`src/rtl/timer_controller.sv`:
```
// Countdown timer controller: button-set time, 1 s prescaled countdown while
// the motor runs, one-cycle timeout pulse to the motor FSM on expiry.
module timer_controller #(
    parameter int unsigned CLK_HZ   = 100_000_000,
    parameter int unsigned STEP     = 5,
    parameter int unsigned TIME_MAX = 30           // must be <= 31
) (
    input  logic       i_clk,
    input  logic       i_reset,
    input  logic       i_btn_time,
    input  logic       i_btn_clear,
    input  logic       i_motor_on,
    output logic [4:0] o_timeState,
    output logic [1:0] o_state,
    output logic       o_timer_run,
    output logic       o_timeout
);

    localparam int unsigned PW = (CLK_HZ > 1) ? $clog2(CLK_HZ) : 1;
    localparam logic [PW-1:0] PRESC_LAST = PW'(CLK_HZ - 1);

    typedef enum logic [1:0] {
        IDLE   = 2'b00,
        ARMED  = 2'b01,
        RUN    = 2'b10,
        EXPIRE = 2'b11
    } state_t;

    state_t        state_q, state_d;
    logic [4:0]    time_q, time_d;
    logic [PW-1:0] presc_q, presc_d;
    logic          run_q, timeout_q;
    logic [5:0]    sum;

    assign sum = {1'b0, time_q} + 6'(STEP);

    // Next-state logic: EXPIRE ignores buttons, clear beats time press,
    // any button beats a prescaler terminal count.
    always_comb begin
        state_d = state_q;
        time_d  = time_q;
        presc_d = presc_q;
        if (state_q == EXPIRE) begin
            state_d = IDLE;
            time_d  = '0;
            presc_d = '0;
        end else if (i_btn_clear) begin
            state_d = IDLE;
            time_d  = '0;
            presc_d = '0;
        end else if (i_btn_time) begin
            presc_d = '0;
            if (sum > 6'(TIME_MAX)) begin
                state_d = IDLE;
                time_d  = '0;
            end else begin
                time_d  = sum[4:0];
                state_d = i_motor_on ? RUN : ARMED;
            end
        end else begin
            case (state_q)
                ARMED: begin
                    presc_d = '0;
                    if (i_motor_on) state_d = RUN;
                end
                RUN: begin
                    if (!i_motor_on) begin
                        state_d = ARMED;
                        presc_d = '0;
                    end else if (presc_q == PRESC_LAST) begin
                        presc_d = '0;
                        if (time_q <= 5'd1) begin
                            time_d  = '0;
                            state_d = EXPIRE;
                        end else begin
                            time_d = time_q - 5'd1;
                        end
                    end else begin
                        presc_d = presc_q + PW'(1);
                    end
                end
                default: begin
                    presc_d = '0;
                    time_d  = '0;
                end
            endcase
        end
    end

    // State, time, prescaler and registered flag outputs.
    always_ff @(posedge i_clk or posedge i_reset) begin
        if (i_reset) begin
            state_q   <= IDLE;
            time_q    <= '0;
            presc_q   <= '0;
            run_q     <= 1'b0;
            timeout_q <= 1'b0;
        end else begin
            state_q   <= state_d;
            time_q    <= time_d;
            presc_q   <= presc_d;
            run_q     <= (state_d == RUN);
            timeout_q <= (state_d == EXPIRE);
        end
    end

    assign o_timeState = time_q;
    assign o_state     = state_q;
    assign o_timer_run = run_q;
    assign o_timeout   = timeout_q;

endmodule

```
`config.mk`:
```
export PLATFORM = sky130hd
export DESIGN_NAME = timer_controller
export DESIGN_NICKNAME = d
export VERILOG_FILES = /design/src/rtl/timer_controller.sv
export SDC_FILE = /design/constraint.sdc
export NUM_CORES = 1
export LEC_CHECK = 0
export CORE_AREA = 2 2 75 59
export CTS_CLUSTER_SIZE = 28
export DETAILED_ROUTE_END_ITERATION = 16
export DIE_AREA = 0 0 77 61
export GPL_TIMING_DRIVEN = 1
export PLACE_DENSITY = 0.74
export SLEW_MARGIN = 20
export SYNTH_ARGS = -nofsm -noshare
export SYNTH_HDL_FRONTEND = slang
export SYNTH_SLANG_ARGS = --single-unit
```
`constraint.sdc`:
```
create_clock -name i_clk -period 2.53 [get_ports i_clk]
set_input_delay 0.253 -clock i_clk [delete_from_list [all_inputs] [get_ports i_clk]]
set_output_delay 0.253 -clock i_clk [all_outputs]
set_load 0.02 [all_outputs]
```
Word level (Yosys, flattened, before mapping)
Cells that the tools add are included.
{"block": "word_totals", "ff_bits": 36, "out_inout_bits": 9}
{"block": "op_classes", "addsub": 3, "magnitude_cmp": 2, "eq_ne": 9, "muxes": 24, "n_reduce_logical": 1}
{"op": "27-bit two-way mux", "n": 6}
{"op": "5-bit two-way mux", "n": 7}
{"op": "27-bit by 1-bit adder with 27-bit output (second input constant)", "n": 1}
{"op": "27-bit == test (second input constant)", "n": 1}
{"op": "2-bit two-way mux", "n": 9}
{"op": "5-bit != test (second input constant)", "n": 2}
{"op": "5-bit one-hot mux with 2 select lines", "n": 1}
{"op": "2-bit == test (second input constant)", "n": 4}
{"op": "5-bit by 3-bit adder with 6-bit output (second input constant)", "n": 1}
{"op": "6-bit by 5-bit > comparator with 1-bit output (second input constant)", "n": 1}
{"op": "5-bit by 1-bit <= comparator with 1-bit output (second input constant)", "n": 1}
{"op": "5-bit by 1-bit subtractor with 5-bit output (second input constant)", "n": 1}
{"op": "4-bit != test (second input constant)", "n": 1}
{"op": "2-bit one-hot mux with 2 select lines", "n": 1}
{"op": "3-bit AND reduction", "n": 1}
{"op": "2-bit by 1-bit == test with 1-bit output (second input constant)", "n": 1}

Longest topological paths before layout
Gate-level depths: netlist (run 1).
{"block": "depth", "word_depth": 9, "depth_mapped": 8}

Worst setup path before layout (run 1)
Ideal clock, no wire load.
{"block": "synth_path", "path_type": "register to register", "start": "register time_q[0], in the netlist o_timeState[0]", "end": "register time_q[0], in the netlist o_timeState[0]", "arrival_ns": 2.108, "t_required_ns": 2.405, "setup_slack_ns": 0.297, "path_stages_with_launch": 8, "n_path_buf": 0, "path_cell_list": "dfrtp_1 > inv_1 > ha_1 > nor2b_1 > nand3_1 > o311a_2 > nor2b_2 > mux2_2"}
{"block": "synth_via", "elab_chain_len": 8, "elab_cells_between_ends": 12, "classes_between": "add/sub (2); order compare (2); mux (8)"}
{"element": "from (decl)", "line_no": "30", "source": "logic [4:0] time_q, time_d;"}
{"element": "from (signal assigned)", "line_no": "100", "source": "time_q <= time_d;"}
{"element": "branches (longest 5 deep; another with 5-bit by 3-bit adder with 6-bit output)"}
{"element": "5-bit two-way mux *", "line_no": "51", "source": "end else if (i_btn_time) begin"}
{"element": "5-bit two-way mux *", "line_no": "47", "source": "end else if (i_btn_clear) begin"}
{"element": "5-bit two-way mux *", "line_no": "43", "source": "if (state_q == EXPIRE) begin"}
Mark *: on every way between the ends. The select of a mux whose other input is x is not followed.
A chain may end at the register's enable or synchronous reset.

Worst setup path in the final report (run 1)
Ends and elaborated chain as after synthesis.

==> results of run 1 <==
[metrics by stage]
stage / std cells / util (%) / hold slack, ns / power [mW] / cell area, sq um
finish: 312 / 64.9 / 0.373 / 1.34 / 2570
global route: 312 / 64.9 / 0.433 / 1.41 / 2570
CTS: 312 / 64.9 / 0.379 / 1.36 / 2570
detailed placement: 304 / 61.7 / 0.479 / 0.807 / 2440
global placement: 304 / 61.7 / 0.477 / 0.809 / 2440
floorplan: 237 / - / 0.420 / 0.755 / 2270
[area by class of cell]
cell class,instances,share of cell area (%)
multi-input cells,182,48.6
flip-flops and latches,36,35.1
repair buffers,20,7.12
clock buffers,7,3.75
well taps,55,2.68
inverters,11,1.61
clock inverters,1,1.17
[worst max-delay path by stage]
stage | startpoint | endpoint | depth (start not counted)
CTS | o_timeState[0] | o_timeState[0] | 7
finish | o_timeState[0] | o_timeState[0] | 7
global placement | o_timeState[0] | o_timeState[0] | 7
floorplan | o_timeState[0] | o_timeState[0] | 7
detailed placement | o_timeState[0] | o_timeState[0] | 7
global route | o_timeState[0] | o_timeState[0] | 7
[cells by family (layout without fill, tap and decap cells)]
logic type      count (synthesis)  after routing  share of synthesized area, %
buf+inv                        19             39                          5.30
fa+ha+maj                       8              8                          4.41
flops                          36             36                          39.7
simple gates                  115            115                          28.5
mux                             2              2                         0.938
compound gates                 30             30                          10.7
xor+xnor                       27             27                          10.4
[sequential cells by signal, indices dropped and copies added, names as in the netlist]
register and cells:
o_timer_run 1, o_timeState 5, o_timeout 1, presc_q 27, o_state 2
[per-layer routing]
metal	vias up	GRT usage (%)	part of all wire (%)
met4	0	4.59	0.45
met3	2	4.02	4.1
met5	-	0	0
met1	844	30.3	52
li1	862	-	-
met2	33	31.1	43
[synthesized netlist by cell type (2+ instances only)]
cell type / count
xor2_1: 12
nor2b_1: 3
nand2_1: 12
a22o_1: 2
o21ai_0: 4
nor2_1: 45
o2111ai_1: 2
dfrtp_1: 36
a21o_1: 3
buf_6: 2
nor3b_1: 2
ha_1: 8
and3_1: 4
xnor2_1: 15
nor4_1: 2
a21oi_1: 4
clkbuf_8: 3
nand3_1: 12
nand4_1: 8
nor4_2: 2
inv_1: 11
clkbuf_1: 2
nor3_1: 7
[power breakdown]
group          internal (mW)  switching (mW)  total (mW)  leakage [nW]
logic                 0.0892           0.105       0.195         0.515
clock network          0.348           0.194       0.542        0.0645
registers              0.586          0.0187       0.604         0.500
[worst max-delay path: stages (launching register included)]
cell	delay, ns
dfrtp_1	0.48
inv_1	0.15
ha_1	0.35
nor2b_1	0.26
nand3_1	0.11
o311a_2	0.37
nor2b_2	0.19
mux2_2	0.28
==> flow_summary.ini, run 1 <==
[global_route]
grt_overflow = 0
antenna_found_initial = 0
grt_usage_pct = 20.3
grt_first_pass_wirelength_um = 7580
grt_pass1_vias = 1645
grt_max_degree = 37

[placement]
place_congestion = 0.964
pre_cts_ws_ns = 0.255
numPortBuffers = 13
hpwl_um = 2880

[synthesis]
async_reset_ff_share_pct = 100
synth_top_area_share_pct = 39.7
synth_area_leaders = dfrtp_1 (40%), nor2_1 (7.4%), xnor2_1 (5.8%), xor2_1 (4.6%), ha_1 (4.4%)
yosys.cell_types.count = 59
synth_edf_count = 0
syn_area_sq_um = 2270
ys.flop_type = dfrtp_1
syn_nets = 250
syn_inst = 237
synth_top_area_cell = dfrtp_1
yosysWarningCount = 0
synth.avg_cell_area_sq_um = 9.57
seq_area_frac_synth_pct = 39.7
ys_ff_latch = 36

[clock_tree]
clk_transition_reported_paths_ns = 0.07
post_cts_buffers = 0
cts.sinks = 36
worstSkewPairLatency_ns = 0.28
cts_max_path_buffers = 2
cts_resized = 0
cts_inserted_buffers = 5
hold_buffers = 0
htree_num_levels = 2
root_buffer = clkbuf_8
cts_tree = built

[floorplan]
fp.dieW_um = 77
initial_core_util_pct = 57.4
pin_count = 14
core_sq_um = 3950
die_y_um = 61
rows = 20
die_area_sq_um = 4700

[critical_path]
r2r_start = o_timeState[0]
end_kind = flop
path_max_fanout = 9
startpoint_type = flop
crit_arrival_ns = 2.46
reg2reg_depth = 7
crit_required_ns = 2.70
reg2reg_to = o_timeState[0]
r2r_setup_slack_ns = 0.24
critPathKind = reg -> reg

[detailed_routing]
ant_nets = 0
drt_wl_total_um = 4250
drt_iter0_drc = 109
drc_errors = 0
firstDrtPassIters = 4
viasPerCell = 5.58
num_vias = 1741
wl_per_cell_um = 13.6

[timing]
tightest_slew_ns = 0.449
slew_headroom_pct = 70.0
period_needed_ns = 2.29
finalMaxSlewViolations = 0
fin_ws_ns = 0.238
tns_ns = 0
period_share_pct = 90.6
rsz0062_at_grt = no
finClkSkew_ns = 0.00416
max_freq_mhz = 436
setup_viol = 0
hold_viol = 0

[finish]
regArea_sq_um = 901
fin_nets = 269
layout-drive-gt1-share_pct = 13.6
layout_common_cells = nor2_1 (45), dfrtp_1 (36), xnor2_1 (15)
multi_input_area_sq_um = 1250
fillers = 347
final_common_cell = nor2_1
syn2layout_area_growth_pct = 13.2
num_antenna_cells = 0

[power_and_ir_drop]
irDropWorstVdd_mv = 0.372
power_density_nw_per_um2 = 522
leakage_nw = 1.08

[run]
drv_cap = 0

[run_status]
status = finished clean

[hold_path]
hp-class = in -> async
Power figures use the tool's default switching activity.
==> run 2, diff against run 1 <==
- HOLD_SLACK_MARGIN: not set -> 0.06
==> results of run 2 <==
Same layout as run 1: the final DEF is identical, and so are final timing and power.
